### src/rtl/mbox_fifo_device_if.sv
// Device-bus bundle between the core data port and the mailbox responder.
// The core side is the master. The mailbox side is the slave.
interface mbox_fifo_device_if #(
    parameter int DataWidth    = 32,
    parameter int AddressWidth = 32
);
    logic                    req;
    logic                    we;
    logic [3:0]              be;
    logic [AddressWidth-1:0] addr;
    logic [DataWidth-1:0]    wdata;
    logic                    rvalid;
    logic [DataWidth-1:0]    rdata;
    logic                    err;
    logic                    irq;

    modport master (
        output req, we, be, addr, wdata,
        input  rvalid, rdata, err, irq
    );

    modport slave (
        input  req, we, be, addr, wdata,
        output rvalid, rdata, err, irq
    );
endinterface

### src/rtl/mbox_fifo_device.sv
// Mailbox responder: host writes push into a circular FIFO and host reads pop from it.
// It also has STATUS/CTRL/THRESH registers and a registered level threshold interrupt.
module mbox_fifo_device #(
    parameter int DataWidth    = 32,
    parameter int AddressWidth = 32,
    parameter int Depth        = 16
) (
    input  logic              clk_i,
    input  logic              rst_ni,
    mbox_fifo_device_if.slave bus
);
    localparam int PtrW = $clog2(Depth);
    localparam int CntW = PtrW + 1;

    typedef enum logic [1:0] {
        RegData   = 2'd0,
        RegStatus = 2'd1,
        RegCtrl   = 2'd2,
        RegThresh = 2'd3
    } reg_e;

    logic [DataWidth-1:0] mem [Depth];
    logic [PtrW-1:0]      wr_ptr, rd_ptr;
    logic [CntW-1:0]      count;
    logic                 ovf, unf, irq_en;
    logic [8:0]           thresh;

    logic                 rvalid_q, err_q, irq_q;
    logic [DataWidth-1:0] rdata_q;

    logic [7:0]           idx;
    reg_e                 sel;
    logic                 empty, full;
    logic                 acc_err, hit, push_ok, pop_ok;
    logic [31:0]          status;

    assign idx    = bus.addr[9:2];
    assign empty  = (count == '0);
    assign full   = (count == CntW'(Depth));
    assign status = {16'(count), 12'd0, unf, ovf, full, empty};

    // Rejected accesses leave every piece of state untouched, so hit gates all updates.
    always_comb begin
        sel     = reg_e'(idx[1:0]);
        acc_err = 1'b0;
        if (bus.req) begin
            if (|idx[7:2])                                                 acc_err = 1'b1;
            else if (bus.we && (sel == RegData) && (bus.be != 4'hF))      acc_err = 1'b1;
            else if (bus.we && (sel == RegStatus))                         acc_err = 1'b1;
        end
        hit     = bus.req & ~acc_err;
        push_ok = hit &  bus.we & (sel == RegData) & ~full;
        pop_ok  = hit & ~bus.we & (sel == RegData) & ~empty;
    end

    always_ff @(posedge clk_i) begin
        if (push_ok) mem[wr_ptr] <= bus.wdata;
    end

    // irq_q samples registered state, so it follows a count change by one cycle.
    always_ff @(posedge clk_i or negedge rst_ni) begin
        if (!rst_ni) begin
            rvalid_q <= 1'b0;
            err_q    <= 1'b0;
            rdata_q  <= '0;
            irq_q    <= 1'b0;
            wr_ptr   <= '0;
            rd_ptr   <= '0;
            count    <= '0;
            ovf      <= 1'b0;
            unf      <= 1'b0;
            irq_en   <= 1'b0;
            thresh   <= '0;
        end else begin
            rvalid_q <= bus.req;
            err_q    <= acc_err;
            rdata_q  <= '0;
            irq_q    <= irq_en & (thresh != '0) & (9'(count) >= thresh);

            if (push_ok) begin
                wr_ptr <= wr_ptr + PtrW'(1);
                count  <= count + CntW'(1);
            end
            if (pop_ok) begin
                rd_ptr  <= rd_ptr + PtrW'(1);
                count   <= count - CntW'(1);
                rdata_q <= mem[rd_ptr];
            end

            if (hit) begin
                case (sel)
                    RegData: begin
                        if (bus.we && full)   ovf <= 1'b1;
                        if (!bus.we && empty) unf <= 1'b1;
                    end
                    RegStatus: rdata_q <= DataWidth'(status);
                    RegCtrl: begin
                        if (bus.we) begin
                            irq_en <= bus.wdata[0];
                            if (bus.wdata[1]) begin
                                wr_ptr <= '0;
                                rd_ptr <= '0;
                                count  <= '0;
                            end
                            if (bus.wdata[2]) begin
                                ovf <= 1'b0;
                                unf <= 1'b0;
                            end
                        end else begin
                            rdata_q <= DataWidth'(irq_en);
                        end
                    end
                    RegThresh: begin
                        if (bus.we) thresh  <= bus.wdata[8:0];
                        else        rdata_q <= DataWidth'(thresh);
                    end
                    default: ;
                endcase
            end
        end
    end

    assign bus.rvalid = rvalid_q;
    assign bus.rdata  = rdata_q;
    assign bus.err    = err_q;
    assign bus.irq    = irq_q;
endmodule

### src/flat_wrapper.sv
// flat-port wrapper written by rule: the top's interface ports become plain ports
module mbox_fifo_device_flat 
#(
    parameter int DataWidth    = 32,
    parameter int AddressWidth = 32,
    parameter int Depth        = 16
)
  (clk_i, rst_ni, bus_req, bus_we, bus_be, bus_addr, bus_wdata, bus_rvalid, bus_rdata, bus_err, bus_irq);
  mbox_fifo_device_if #(.DataWidth(DataWidth), .AddressWidth(AddressWidth)) bus_i ();
  input  logic clk_i;
  input  logic rst_ni;
  input wire logic [$bits(bus_i.req)-1:0] bus_req;
  input wire logic [$bits(bus_i.we)-1:0] bus_we;
  input wire logic [$bits(bus_i.be)-1:0] bus_be;
  input wire logic [$bits(bus_i.addr)-1:0] bus_addr;
  input wire logic [$bits(bus_i.wdata)-1:0] bus_wdata;
  output wire logic [$bits(bus_i.rvalid)-1:0] bus_rvalid;
  output wire logic [$bits(bus_i.rdata)-1:0] bus_rdata;
  output wire logic [$bits(bus_i.err)-1:0] bus_err;
  output wire logic [$bits(bus_i.irq)-1:0] bus_irq;
  assign bus_i.req = bus_req;
  assign bus_i.we = bus_we;
  assign bus_i.be = bus_be;
  assign bus_i.addr = bus_addr;
  assign bus_i.wdata = bus_wdata;
  assign bus_rvalid = bus_i.rvalid;
  assign bus_rdata = bus_i.rdata;
  assign bus_err = bus_i.err;
  assign bus_irq = bus_i.irq;
  mbox_fifo_device #(.DataWidth(DataWidth), .AddressWidth(AddressWidth), .Depth(Depth)) u_core (.clk_i(clk_i), .rst_ni(rst_ni), .bus(bus_i));
endmodule
### config.mk
export PLATFORM = sky130hd
export DESIGN_NAME = mbox_fifo_device_flat
export DESIGN_NICKNAME = d
export VERILOG_FILES = /design/src/rtl/mbox_fifo_device_if.sv /design/src/rtl/mbox_fifo_device.sv /design/src/flat_wrapper.sv
export SDC_FILE = /design/constraint.sdc
export NUM_CORES = 1
export LEC_CHECK = 0
export ABC_CLOCK_PERIOD_IN_PS = 3800
export CORE_MARGIN = 5
export CORE_UTILIZATION = 45
export CTS_BUF_LIST = sky130_fd_sc_hd__clkbuf_4 sky130_fd_sc_hd__clkbuf_8 sky130_fd_sc_hd__clkbuf_16
export DETAILED_ROUTE_END_ITERATION = 6
export SKIP_LAST_GASP = 1
export SYNTH_ARGS = -nofsm -noshare
export SYNTH_HDL_FRONTEND = slang
export SYNTH_SLANG_ARGS = --single-unit
export TNS_END_PERCENT = 50
### constraint.sdc
create_clock -name clk_i -period 3.8 [get_ports clk_i]
set_input_delay 0.38 -clock clk_i [delete_from_list [all_inputs] [get_ports clk_i]]
set_output_delay 0.38 -clock clk_i [all_outputs]
set_load 0.02 [all_outputs]
== Yosys cells after proc, flatten, opt, wreduce, memory -nomap -nowiden ==
Memories as Yosys holds them, arrays and structs flattened.
Cells that the tools add are included.

* Register bits after elaboration: 60
* Bits in latches: 0
* Memory bits (writable): 512
* Memory bits (read-only): 0
* Logic and storage cells: 87
* Memories: 1

* Add/sub/neg operators: 4
* $mul: 0
* Div/mod/pow operators: 0
* $lt $le $gt $ge: 1
* Equal/unequal tests: 9
* Shifts and indexed selects: 0
* Multiplexer cells: 33
* Bitwise operators: 13
* Reduce and logical (&&, ||, !) cells: 15

{| class="wikitable"
|+ Memory list
! name !! words !! width !! rd ports !! clocked after Yosys merged registers in !! wr ports !! line !! source
|-
| u_core.mem || 16 || 32 || 1 || 0 || 1 || mbox_fifo_device.sv:22 || <nowiki>logic [DataWidth-1:0] mem [Depth];</nowiki>
|}

{| class="wikitable"
|+ Operators with widths
! cell !! number
|-
| 32-bit two-way mux || 4
|-
| 32-bit one-hot mux with 3 select lines || 1
|-
| 4-bit two-way mux || 10
|-
| 5-bit two-way mux || 6
|-
| 1-bit two-way mux || 10
|-
| 5-bit AND reduction || 2
|-
| 1-bit AND || 9
|-
| 5-bit by 9-bit >= comparator with 1-bit output || 1
|-
| 9-bit nonzero test || 1
|-
| 4-bit by 1-bit adder with 4-bit output, second input constant || 2
|-
| 2-bit != test, second input constant || 4
|-
| 3-bit AND reduction || 2
|-
| 6-bit OR reduction || 1
|-
| 5-bit by 1-bit adder with 5-bit output, second input constant || 1
|-
| 5-bit == test, second input constant || 1
|-
| 1-bit logical AND || 5
|-
| 5-bit logical NOT || 1
|-
| 5-bit by 1-bit subtractor with 5-bit output, second input constant || 1
|-
| 2-bit == test, second input constant || 2
|-
| 4-bit != test, second input constant || 1
|-
| 1-bit inverter || 4
|-
| 1-bit one-hot mux with 2 select lines || 2
|-
| 2-bit by 1-bit == test with 1-bit output, second input constant || 1
|-
| 2-bit logical NOT || 1
|-
| 2 further kinds || 2
|}

== Depth between registers and ports, before layout ==
Gate-level depths: netlist (run 1).

* Depth after elaboration: 17
* Depth in mapped cells: 8

== Worst setup path after synthesis (run 1) ==
No wires, ideal clock.

* Path kind: register -> register
* Start point: reg u_core.count[0]
* End point: mem u_core.mem[0][0] (enable)
* Setup time: 392 ps
* Arrival time: 2453 ps
* Path slack: 955 ps
* Stages on the path, launching flop included: 8
* Buffers on the path: 0
* Cells stage by stage: dfrtp_1 inv_1 ha_1 nor4bb_1 and4bb_2 nand2_1 nor3_1 and2_1

* Longest elaborated chain between the ends: 5

{| class="wikitable"
|+ Ends and longest elaborated chain
! what !! line !! source
|-
| start: declaration || mbox_fifo_device.sv:24 || <nowiki>logic [CntW-1:0] count;</nowiki>
|-
| start signal: assignment || mbox_fifo_device.sv:82 || <nowiki>count <= count + CntW'(1);</nowiki>
|-
| start signal: assignment || mbox_fifo_device.sv:86 || <nowiki>count <= count - CntW'(1);</nowiki>
|-
| 5-bit == test || mbox_fifo_device.sv:39 || <nowiki>assign full = (count == CntW'(Depth));</nowiki>
|-
| 1-bit inverter || mbox_fifo_device.sv:52 || <nowiki>push_ok = hit & bus.we & (sel == RegData) & ~full;</nowiki>
|-
| 1-bit AND || mbox_fifo_device.sv:52 ||
|-
| 1-bit two-way mux || mbox_fifo_device.sv:57 || <nowiki>if (push_ok) mem[wr_ptr] <= bus.wdata;</nowiki>
|-
| 1-bit two-way mux (implied by the code) || mbox_fifo_device.sv:57 ||
|-
| end: declaration || mbox_fifo_device.sv:22 ||
|}

Every way passes these cells.

== Worst setup path after layout (run 1) ==
* Start point: reg u_core.count[1]
* End point: mem u_core.mem[8][25] (enable)

Same word-level chain as after synthesis.

==> load_flow_metrics.sql, run 1 <==
INSERT INTO impl_metrics (metric_group, metric, value, unit) VALUES
('synthesis', 'synthesis.instances', '1000', ''),
('drt', 'drt-pass1-iter-count', '5', ''),
('worst_setup_path', 'data_required_time_of_the_critical_path', '4140', 'ps'),
('worst_setup_path', 'setup.reg_to_reg.worst_slack', '740', 'ps'),
('grt', 'gr-usage-met1', '0.269', ''),
('synthesis', 'ys.warnings.count', '0', ''),
('timing', 'timing_max_transition_violations_final', '0', ''),
('pwr', 'power_frac_seq', '0.540', ''),
('timing', 'final.min_clock_period', '3060', 'ps'),
('worst_setup_path', 'slowest_delay', '640', 'ps'),
('drt', 'route.vias.total', '10400', ''),
('finish', 'design.final.nets', '1221', ''),
('pwr', 'p_clk_frac', '0.432', ''),
('synthesis', 'yosys_most_used_dff', 'edfxtp_1', ''),
('drt', 'postRouteWirelength', '47.2', 'mm'),
('timing', 'setup_repair_after_global_routing_missed_its_margin', 'no', ''),
('synthesis', 'avgSynthCellArea', '22.0', 'sq um'),
('grt', 'first_global_vias', '10600', ''),
('grt', 'grt_overflow_total', '0', ''),
('pwr', 'p_switching', '2.50', 'mW'),
('cts', 'worst_setup_hold_path_clk_slew', '60', 'ps'),
('run_status', 'run_status', 'complete, no violations', ''),
('die', 'die_w', '231', 'microns'),
('drt', 'vias_per_cell', '5.76', ''),
('timing', 'maxClockFrequency', '0.327', 'GHz'),
('worst_setup_path', 'worstSetupStartpoint', 'u_core.count[1]$_DFF_PN0_', ''),
('worst_setup_path', 'crit_path_end_kind', 'flip-flop', ''),
('drt', 'drc_errors', '0', ''),
('timing', 'final-hold-violation-count', '0', ''),
('drt', 'routedWlPerCell', '26.1', 'microns'),
('synthesis', 'yosys-top-cells-count', 'edfxtp_1, mux4_2, dfrtp_1, clkbuf_1', ''),
('die', 'io_pins', '107', ''),
('synthesis', 'ys_async_sr_fraction', '0.105', ''),
('synthesis', 'netlist.top_cell.by_area', 'edfxtp_1', ''),
('worst_setup_path', 'ordered_list_of_cells_on_the_worst_path', 'inv_1 -> ha_1 -> nor4bb_1 -> and4bb_2 -> nand2_1 -> nor2_1 -> and3_2 -> buf_12', ''),
('worst_setup_path', 'critPathKind', 'flip-flop to flip-flop', ''),
('cts', 'cts_buffers', '58', ''),
('timing', 'timing.clock.skew', '14.6', 'ps'),
('synthesis', 'syn_area', '22000', 'sq um'),
('finish', 'drive_above_1_share', '0.273', ''),
('die', 'num_rows', '81', ''),
('worst_setup_path', 'cp.buffers_inverters', '2', ''),
('finish', 'area.growth.synth_to_final', '17.2', '%'),
('synthesis', 'synth_most_common_cell', 'edfxtp_1', ''),
('drt', 'ant_nets', '0', ''),
('grt', 'antenna_violations_before_repair', '1', ''),
('synthesis', 'synth_seq_cells', '572', ''),
('synthesis', 'synth_enable_flop_cells', '512', ''),
('worst_setup_path', 'critPathMaxFanout', '24', ''),
('drt', 'first_iter_violations', '964', ''),
('cts', 'cell_at_the_root_of_the_clock_tree', 'clkbuf_16', ''),
('die', 'die_area', '53400', 'sq um'),
('pwr', 'intPower', '10.3', 'mW'),
('cts', 'cts.sink_count', '572', ''),
('grt', 'grt_usage', '0.180', ''),
('timing', 'fin_tns_setup', '0', 'ps'),
('grt', 'grt_start_max_net_pins', '61', ''),
('min_path', 'kind_of_path_behind_the_tightest_hold_check', 'primary input to flip-flop', ''),
('die', 'die_height', '231', 'microns'),
('pwr', 'combinationalPowerShare', '0.028', ''),
('placement', 'detailed_place_hpwl', '27.5', 'mm'),
('grt', 'wire_length_of_the_first_global_routing_pass', '70.9', 'mm'),
('pwr', 'cellPowerDensity', '495', 'nW/um^2'),
('synthesis', 'yosysTopAreaCellShare', '0.700', ''),
('die', 'start_util', '0.452', ''),
('placement', 'gpl.final_weighted_congestion', '0.797', ''),
('worst_setup_path', 'path_depth', '8', ''),
('cts', 'clock_latency_on_the_worst_skew_pair', '610', 'ps'),
('worst_setup_path', 'critical_path_arrival', '3400', 'ps'),
('worst_setup_path', 'slowest_stage', 'nor4bb_1', ''),
('worst_setup_path', 'rr_endpoint', 'u_core.mem[8][25]$_DFFE_PP_', '');
==> how the worst min path moves through the flow <==
stage / startpoint / end / slack (ps) / depth (start not counted)
final: bus_req / u_core.bus.rvalid$_DFF_PN0_ / 290 / 1
after global routing: bus_req / u_core.bus.rvalid$_DFF_PN0_ / 310 / 1
after CTS: bus_req / u_core.bus.rvalid$_DFF_PN0_ / 260 / 1
after detailed placement: u_core.thresh[4]$_DFFE_PN0P_ / u_core.bus.rdata[4]$_DFF_PN0_ / 500 / 1
after global placement: u_core.thresh[6]$_DFFE_PN0P_ / u_core.bus.rdata[6]$_DFF_PN0_ / 490 / 1
after floorplan: rst_ni / u_core.bus.err$_DFF_PN0_ / 80 / 0
==> flip-flops by register name (all words and copies together) (netlist names) <==
register and cells:
u_core.bus.err 1, u_core.wr_ptr 4, u_core.ovf 1, u_core.bus.rvalid 1
u_core.count 5, u_core.irq_en 1, u_core.bus.irq 1, u_core.rd_ptr 4
u_core.thresh 9, u_core.mem 512, u_core.unf 1, u_core.bus.rdata 32
==> cell type report <==
class,instances,area [sq um]
Fill cell,3817,22900
Sequential cell,572,16900
Multi-Input combinational cell,368,4870
Clock buffer,84,1700
Timing Repair Buffer,127,1310
Tap cell,622,778
Clock inverter,23,183
Inverter,10,37.5
Antenna cell,1,2.50
==> cell families (layout without fill, tap and decap cells) <==
logic type / Yosys count / after routing / synth area share
xor+xnor: 6 / 6 / 0.00239
mux: 157 / 157 / 0.155
other cells: 0 / 1 / 0
simple gates: 114 / 114 / 0.0312
buf+inv: 60 / 244 / 0.0116
compound gates: 79 / 79 / 0.0248
fa+ha+maj: 12 / 12 / 0.00683
flops: 572 / 572 / 0.768
==> power groups by stage <==
stage,clock [mW],combinational [mW],sequential (mW)
3_5_place_dp,0,0.359,7.01
3_3_place_gp,0,0.347,7.01
4_1_cts,5.64,0.361,6.88
6_report,5.51,0.354,6.88
2_1_floorplan,0,0.178,7.01
5_1_grt,5.94,0.390,6.88
==> metrics by stage <==
step                      power [mW]  hold slack (ps)  instances  setup slack (ps)  cell area [sq um]
after floorplan                 7.18             84.4       1000               955              22000
after global placement          7.36              488       1698               544              23900
after detailed placement        7.37              499       1698               509              23900
after CTS                       12.9              259       1806               748              25800
after global routing            13.2              306       1806               579              25800
final                           12.8              290       1807               744              25800
==> metal layers <==
| layer | share of wire | wire, microns | vias up |
|---|---|---|---|
| met2 | 0.48 | 22600 | 321 |
| met4 | 0.016 | 739 | 0 |
| met5 | 0 | 0 | - |
| met1 | 0.44 | 21000 | 5559 |
| li1 | - | - | 4479 |
| met3 | 0.062 | 2910 | 58 |
==> cell usage in the layout, fill, tap and decap left out, types with 3 or more instances in the layout <==
cell	Yosys	routed
edfxtp_1	512	512
mux4_2	146	146
clkdlybuf4s50_1	0	81
clkbuf_16	0	59
dfrtp_1	60	57
buf_4	2	33
a22oi_1	26	26
and3_1	26	22
clkbuf_4	0	20
a21oi_1	19	19
nand2_1	15	15
nor2_1	15	14
a21o_1	12	12
and2_2	0	12
ha_1	12	12
buf_12	0	12
clkinv_1	0	11
inv_1	10	10
nand3_1	10	10
mux2_2	10	10
nor3_1	7	7
o21ai_0	6	6
clkbuf_8	0	5
nor2b_1	4	4
nand4b_1	4	4
and3_2	0	4
clkinv_2	0	4
nor3b_1	3	3
and2_1	15	3
a221o_1	3	3
xor2_1	3	3
xnor2_1	3	3
==> what timing repair did <==
action / in CTS / in global routing
buffers inserted: 0 / 0
endpoints found under the hold margin: 60 / 0
hold buffers: 1 / 0
(Power assumes the default switching activity.)
==> run 2: changes to the inputs <==
ABC_CLOCK_PERIOD_IN_PS = 2800   (was 3800)
clock period = 2.8 ns   (was 3.8 ns; I/O delays follow)
==> run 2 against run 1 <==
Against the previous run: worst setup slack got worse by 540 ps; cell area grew 1.8%; clock skew down 6.5 ps; fmax increased by 18%; via count grew 1.2%; die area unchanged; register-to-register slack worse by 540 ps; sequential power rose by 36%; critical path type unchanged.
==> load_flow_metrics.sql, run 2 (synthesis gave the netlist of run 1 again) <==
INSERT INTO impl_metrics (metric_group, metric, value, unit) VALUES
('drt', 'routedWlPerCell', '26.2', 'microns'),
('worst_setup_path', 'worstSetupStartpoint', 'u_core.count[0]$_DFF_PN0_', ''),
('finish', 'final_cell_area', '26200', 'sq um'),
('min_path', 'worst_hold_path.num_cells', '1', ''),
('worst_setup_path', 'slowest_delay', '450', 'ps'),
('min_path', 'kind_of_path_behind_the_tightest_hold_check', 'primary input to flip-flop', ''),
('pwr', 'ir_worst_vdd', '0.000484', 'V'),
('worst_setup_path', 'setup.reg_to_reg.worst_slack', '210', 'ps'),
('timing', 'final.min_clock_period', '2590', 'ps'),
('placement', 'buffer_ports.inserted', '82', ''),
('timing', 'final_number_of_setup_violating_endpoints', '0', ''),
('finish', 'registers.top_by_ff_count', 'u_core.mem', ''),
('grt', 'first_global_vias', '11000', ''),
('drt', 'route.vias.total', '10500', ''),
('cts', 'worst_setup_hold_path_clk_slew', '60', 'ps'),
('pwr', 'power', '17.3', 'mW'),
('finish', 'design.final.nets', '1257', ''),
('cts', 'cts_htree_levels', '2', ''),
('drt', 'drt-pass1-iter-count', '5', ''),
('die', 'num_rows', '81', ''),
('finish', 'area.growth.synth_to_final', '19.3', '%'),
('run_status', 'run_status', 'complete, no violations', ''),
('cts', 'cts_buffers', '56', ''),
('worst_setup_path', 'reg2reg_depth', '8', ''),
('timing', 'final_worst_path_period_share', '0.926', ''),
('placement', 'placed_cells_incl_taps', '1736', ''),
('die', 'design.core.area', '48600', 'sq um'),
('timing', 'final-hold-violation-count', '0', ''),
('die', 'die_height', '231', 'microns'),
('worst_setup_path', 'timing.critical_path.mode_cell', 'buf_4', ''),
('timing', 'worst-slew-pin-transition', '961', 'ps'),
('finish', 'layout.cells.most_common', 'edfxtp_1', ''),
('finish', 'fill_cell_count', '3730', ''),
('finish', 'flip_flop_count_of_the_largest_register_all_copies_and_words_added', '512', ''),
('finish', 'final-instance-count-excl-fill', '1843', ''),
('worst_setup_path', 'rr_startpoint', 'u_core.count[0]$_DFF_PN0_', ''),
('worst_setup_path', 'ordered_list_of_cells_on_the_worst_path', 'inv_1 -> ha_1 -> nor4bb_1 -> buf_4 -> nor4b_1 -> and3_1 -> and2_2 -> buf_4', ''),
('placement', 'placed_cell_area', '24400', 'sq um'),
('worst_setup_path', 'slowest_stage', 'nor4b_1', ''),
('worst_setup_path', 'rr_endpoint', 'u_core.mem[14][8]$_DFFE_PP_', ''),
('drt', 'vias_per_cell', '5.72', ''),
('placement', 'detailed_place_hpwl', '28.8', 'mm'),
('timing', 'fin_tns_setup', '0', 'ps'),
('timing', 'timing_max_transition_violations_final', '0', ''),
('die', 'start_util', '0.452', ''),
('worst_setup_path', 'critical_path_arrival', '2870', 'ps'),
('grt', 'grt_overflow_total', '0', ''),
('finish', 'drive_above_1_share', '0.293', ''),
('die', 'die_w', '231', 'microns'),
('cts', 'cts.sink_count', '572', ''),
('flow_run', 'max_cap_violations', '0', ''),
('grt', 'grt_start_max_net_pins', '61', ''),
('pwr', 'power.static_leakage', '8.68', 'nW'),
('drt', 'drc_errors', '0', ''),
('timing', 'maxClockFrequency', '0.386', 'GHz'),
('grt', 'grt_usage', '0.182', ''),
('grt', 'wire_length_of_the_first_global_routing_pass', '72.2', 'mm'),
('cts', 'clock_path_buffers', '3', ''),
('timing', 'setup_repair_after_global_routing_missed_its_margin', 'no', ''),
('worst_setup_path', 'crit_path_end_kind', 'flip-flop', ''),
('cts', 'tritoncts_clock_tree', 'done', ''),
('pwr', 'cellPowerDensity', '659', 'nW/um^2'),
('min_path', 'min_to', 'u_core.bus.rvalid$_DFF_PN0_', ''),
('min_path', 'hold_start', 'bus_req', ''),
('cts', 'cell_at_the_root_of_the_clock_tree', 'clkbuf_16', ''),
('worst_setup_path', 'data_required_time_of_the_critical_path', '3080', 'ps'),
('grt', 'antenna_violations_before_repair', '2', ''),
('die', 'io_pins', '107', ''),
('drt', 'first_iter_violations', '898', ''),
('timing', 'slew_headroom', '0.359', ''),
('finish', 'most-common-layout-cells', 'edfxtp_1, mux4_2, clkdlybuf4s50_1, clkbuf_16, dfrtp_1', ''),
('drt', 'postRouteWirelength', '48.4', 'mm'),
('cts', 'post_cts_sizing', '0', ''),
('die', 'die_area', '53400', 'sq um'),
('worst_setup_path', 'critical_path.startpoint_type', 'flip-flop', ''),
('cts', 'clock_latency_on_the_worst_skew_pair', '600', 'ps'),
('worst_setup_path', 'critPathKind', 'flip-flop to flip-flop', ''),
('drt', 'ant_nets', '0', ''),
('placement', 'gpl.final_weighted_congestion', '0.801', ''),
('worst_setup_path', 'critPathMaxFanout', '12', ''),
('timing', 'timing.clock.skew', '8.12', 'ps');
-- run 2: changes by cell type in the layout (fill, tap and decap cells not counted), moves of 2 or more --
cell	change
buf_12	+18
buf_4	+20
bufinv_16	+2
clkinv_4	-2
clkbuf_4	-5
clkbuf_8	-4
clkinv_2	+9
-- run 2: cell type report --
cell class / instances / area [sq um] / area share
Inverter: 10 / 37.5 / 0.00143
Clock inverter: 31 / 259 / 0.00988
Multi-Input combinational cell: 368 / 4860 / 0.186
Tap cell: 622 / 778 / 0.0297
Clock buffer: 74 / 1580 / 0.0602
Sequential cell: 572 / 16900 / 0.644
Timing Repair Buffer: 165 / 1820 / 0.0694
Antenna cell: 1 / 2.50 / 0.0000954
-- run 2: worst max-delay path by stage --
stage	end	cells after the start
floorplan	u_core.mem[2][0]$_DFFE_PP_	7
global placement	u_core.mem[14][5]$_DFFE_PP_	7
detailed placement	u_core.mem[14][8]$_DFFE_PP_	7
CTS	u_core.mem[14][0]$_DFFE_PP_	8
global route	u_core.mem[14][7]$_DFFE_PP_	8
finish	u_core.mem[14][8]$_DFFE_PP_	8
-- run 2: what timing repair did --
action,4_1_cts,5_1_grt
buffers inserted,0,0
endpoints found under the hold margin,60,0
hold buffers,1,0
-- run 2: through the flow --
step | utilization | hold slack (ps) | setup slack, ps
6_report | 0.539 | 204 | 208
3_5_place_dp | 0.501 | 492 | 9.60
4_1_cts | 0.539 | 165 | 232
3_3_place_gp | 0.501 | 483 | 49.1
2_1_floorplan | - | -15.6 | -43.8
5_1_grt | 0.539 | 192 | 122
-- run 2: per-layer routing --
layer,routed length (microns),up-vias,global-route usage
met5,12,-,0
met4,808,2,0.0435
met3,2630,61,0.0328
met2,23100,293,0.288
met1,21800,5627,0.269
li1,-,4554,-
-- run 2: power by group --
part           internal (mW)  switching (mW)  total [mW]
Sequential              9.31          0.0159        9.33
Clock                   4.33            3.09        7.42
Combinational          0.236           0.287       0.523
-- run 2: critical path: cells and delay by family (launching register included) --
| kind | cells | cell delay, ps |
|---|---|---|
| adders and majority gates | 1 | 230 |
| buffers and inverters | 3 | 510 |
| DFF | 1 | 350 |
| and+or+nand+nor | 4 | 1160 |
==> run 3: changes to the inputs <==
PLACE_DENSITY = 0.67   (was unset)
==> run 3 against run 2 <==
Against the previous run: sequential power is essentially flat; worst setup slack better by 1.8 ps; hold slack worse by 24 ps; critical endpoint is now u_core.mem[5][15]$_DFFE_PP_; highest routed layer is now met4.
==> load_flow_metrics.sql, run 3 (synthesis gave the netlist of run 1 again) <==
INSERT INTO impl_metrics (metric_group, metric, value, unit) VALUES
('finish', 'area.growth.synth_to_final', '20.2', '%'),
('finish', 'layout.cells.most_common', 'edfxtp_1', ''),
('placement', 'buffer_ports.inserted', '82', ''),
('finish', 'registers.top_by_ff_count', 'u_core.mem', ''),
('timing', 'final_worst_path_period_share', '0.925', ''),
('die', 'num_rows', '81', ''),
('worst_setup_path', 'timing.critical_path.mode_cell', 'buf_4', ''),
('die', 'die_area', '53400', 'sq um'),
('grt', 'grt_start_max_net_pins', '42', ''),
('timing', 'final-hold-violation-count', '0', ''),
('grt', 'grt_usage', '0.184', ''),
('worst_setup_path', 'slowest_delay', '340', 'ps'),
('cts', 'clock_path_buffers', '3', ''),
('worst_setup_path', 'crit_path_end_kind', 'flip-flop', ''),
('cts', 'cts.hold.buffers_added', '1', ''),
('timing', 'final_number_of_setup_violating_endpoints', '0', ''),
('timing', 'setup_repair_after_global_routing_missed_its_margin', 'no', ''),
('worst_setup_path', 'cp.buffers_inverters', '4', ''),
('cts', 'cell_at_the_root_of_the_clock_tree', 'clkbuf_16', ''),
('timing', 'final.min_clock_period', '2590', 'ps'),
('worst_setup_path', 'critical_path_arrival', '2900', 'ps'),
('drt', 'route.vias.total', '10700', ''),
('drt', 'postRouteWirelength', '48.5', 'mm'),
('die', 'io_pins', '107', ''),
('grt', 'grt_overflow_total', '0', ''),
('finish', 'final-instance-count-excl-fill', '1845', ''),
('die', 'die_w', '231', 'microns'),
('drt', 'first_iter_violations', '1129', ''),
('timing', 'worst-slew-pin-transition', '728', 'ps'),
('placement', 'detailed_place_hpwl', '28.5', 'mm'),
('finish', 'flip_flop_count_of_the_largest_register_all_copies_and_words_added', '512', ''),
('worst_setup_path', 'critPathMaxFanout', '13', ''),
('finish', 'most-common-layout-cells', 'edfxtp_1, mux4_2, clkdlybuf4s50_1, clkbuf_16, dfrtp_1', ''),
('drt', 'vias_per_cell', '5.82', ''),
('timing', 'timing_max_transition_violations_final', '0', ''),
('pwr', 'ir_worst_vdd', '0.000536', 'V'),
('worst_setup_path', 'slowest_stage', 'dfrtp_1', ''),
('drt', 'ant_nets', '0', ''),
('timing', 'timing.hold.ws', '180', 'ps'),
('finish', 'drive_above_1_share', '0.300', ''),
('drt', 'drc_errors', '0', ''),
('die', 'die_height', '231', 'microns'),
('run_status', 'run_status', 'complete, no violations', ''),
('cts', 'cts.sink_count', '572', ''),
('worst_setup_path', 'critPathKind', 'flip-flop to flip-flop', ''),
('cts', 'cts_buffers', '58', ''),
('cts', 'tritoncts_clock_tree', 'done', ''),
('placement', 'gpl.final_weighted_congestion', '0.825', ''),
('drt', 'routedWlPerCell', '26.3', 'microns'),
('pwr', 'power.static_leakage', '8.75', 'nW'),
('worst_setup_path', 'data_required_time_of_the_critical_path', '3110', 'ps'),
('timing', 'maxClockFrequency', '0.386', 'GHz'),
('drt', 'drt-pass1-iter-count', '7', ''),
('cts', 'cts_setup_buffers', '0', ''),
('grt', 'antenna_violations_before_repair', '1', ''),
('pwr', 'cellPowerDensity', '674', 'nW/um^2'),
('die', 'start_util', '0.452', ''),
('finish', 'fill_cell_count', '3691', ''),
('grt', 'first_global_vias', '11100', ''),
('worst_setup_path', 'crit_family', 'simple AND/OR/NAND/NOR gates', ''),
('cts', 'cts_htree_levels', '2', ''),
('timing', 'slew_headroom', '0.513', ''),
('timing', 'timing.clock.skew', '14.7', 'ps'),
('cts', 'clock_latency_on_the_worst_skew_pair', '600', 'ps'),
('grt', 'wire_length_of_the_first_global_routing_pass', '73.1', 'mm'),
('min_path', 'kind_of_path_behind_the_tightest_hold_check', 'primary input to asynchronous set/reset pin', ''),
('cts', 'worst_setup_hold_path_clk_slew', '60', 'ps'),
('finish', 'design.final.nets', '1256', ''),
('worst_setup_path', 'critical_path.startpoint_type', 'flip-flop', ''),
('worst_setup_path', 'ordered_list_of_cells_on_the_worst_path', 'inv_1 -> ha_1 -> nor4bb_1 -> buf_4 -> nor4b_1 -> nor3b_1 -> buf_4 -> and2_2 -> buf_12', ''),
('cts', 'post_cts_sizing', '0', ''),
('flow_run', 'max_cap_violations', '0', ''),
('placement', 'placed_cells_incl_taps', '1733', ''),
('die', 'design.core.area', '48600', 'sq um');
==> run 3: cell types whose count changed in the layout (fill, tap and decap cells not counted), sizes merged <==
cell / before / now
bufinv: 4 / 5
buf: 83 / 80
clkinv: 25 / 15
clkbuf: 74 / 87
inv: 11 / 12
==> run 3: worst register-to-register path: cells and delay by family (launching register included) <==
family                     cells  cell delay, ps
and+or+nand+nor                4            1050
buffers and inverters          4             640
DFF                            1             340
adders and majority gates      1             260
==> run 3: per-stage QoR <==
step / TNS [ps] / total power [mW] / instance area (sq um) / util / setup WS [ps]
2_1_floorplan: -2800 / 9.75 / 22000 / - / -43.8
3_3_place_gp: 0 / 10.0 / 24400 / 0.501 / 156
3_5_place_dp: 0 / 10.0 / 24400 / 0.501 / 131
4_1_cts: 0 / 18.0 / 26400 / 0.543 / 242
5_1_grt: 0 / 18.4 / 26400 / 0.543 / 143
6_report: 0 / 17.8 / 26400 / 0.543 / 209
==> run 3: layout make-up <==
class	count	area (sq um)	area share
antenna	1	2.50	0.0000948
clock buffer	87	1760	0.0665
clock inverter	23	264	0.0100
inverter	10	37.5	0.00142
multi-input combinational	368	4860	0.184
sequential	572	16900	0.639
tap	622	778	0.0295
timing repair buffer	162	1820	0.0690
==> run 3: worst paths after layout <==
path / start / slack, ps / endpoint / depth (start not counted)
setup reg to reg: u_core.count[0]$_DFF_PN0_ / 210 / u_core.mem[5][15]$_DFFE_PP_ / 9
max in group asynchronous: rst_ni / 1910 / u_core.bus.rdata[17]$_DFF_PN0_ / 3
min in group clk_i: bus_req / 200 / u_core.bus.rvalid$_DFF_PN0_ / 1
hold reg to reg: u_core.thresh[6]$_DFFE_PN0P_ / 500 / u_core.bus.rdata[6]$_DFF_PN0_ / 1
hold / removal: rst_ni / 180 / u_core.bus.rdata[31]$_DFF_PN0_ / 2
setup / recovery: u_core.count[0]$_DFF_PN0_ / 210 / u_core.mem[5][15]$_DFFE_PP_ / 9
==> run 3: report_power, final <==
| part | switching [mW] | internal, mW | leakage (nW) |
|---|---|---|---|
| Clock | 3.13 | 4.80 | 1.02 |
| Combinational | 0.295 | 0.234 | 2.32 |
| Sequential | 0.0161 | 9.31 | 5.42 |
==> run 3: layer usage <==
metal,vias to the layer above,part of all wire,GRT usage,wire length [microns]
li1,4548,-,-,-
met1,5717,0.44,0.278,21200
met2,416,0.48,0.284,23100
met3,60,0.071,0.0343,3430
met4,0,0.015,0.0403,719
met5,-,0,0,0
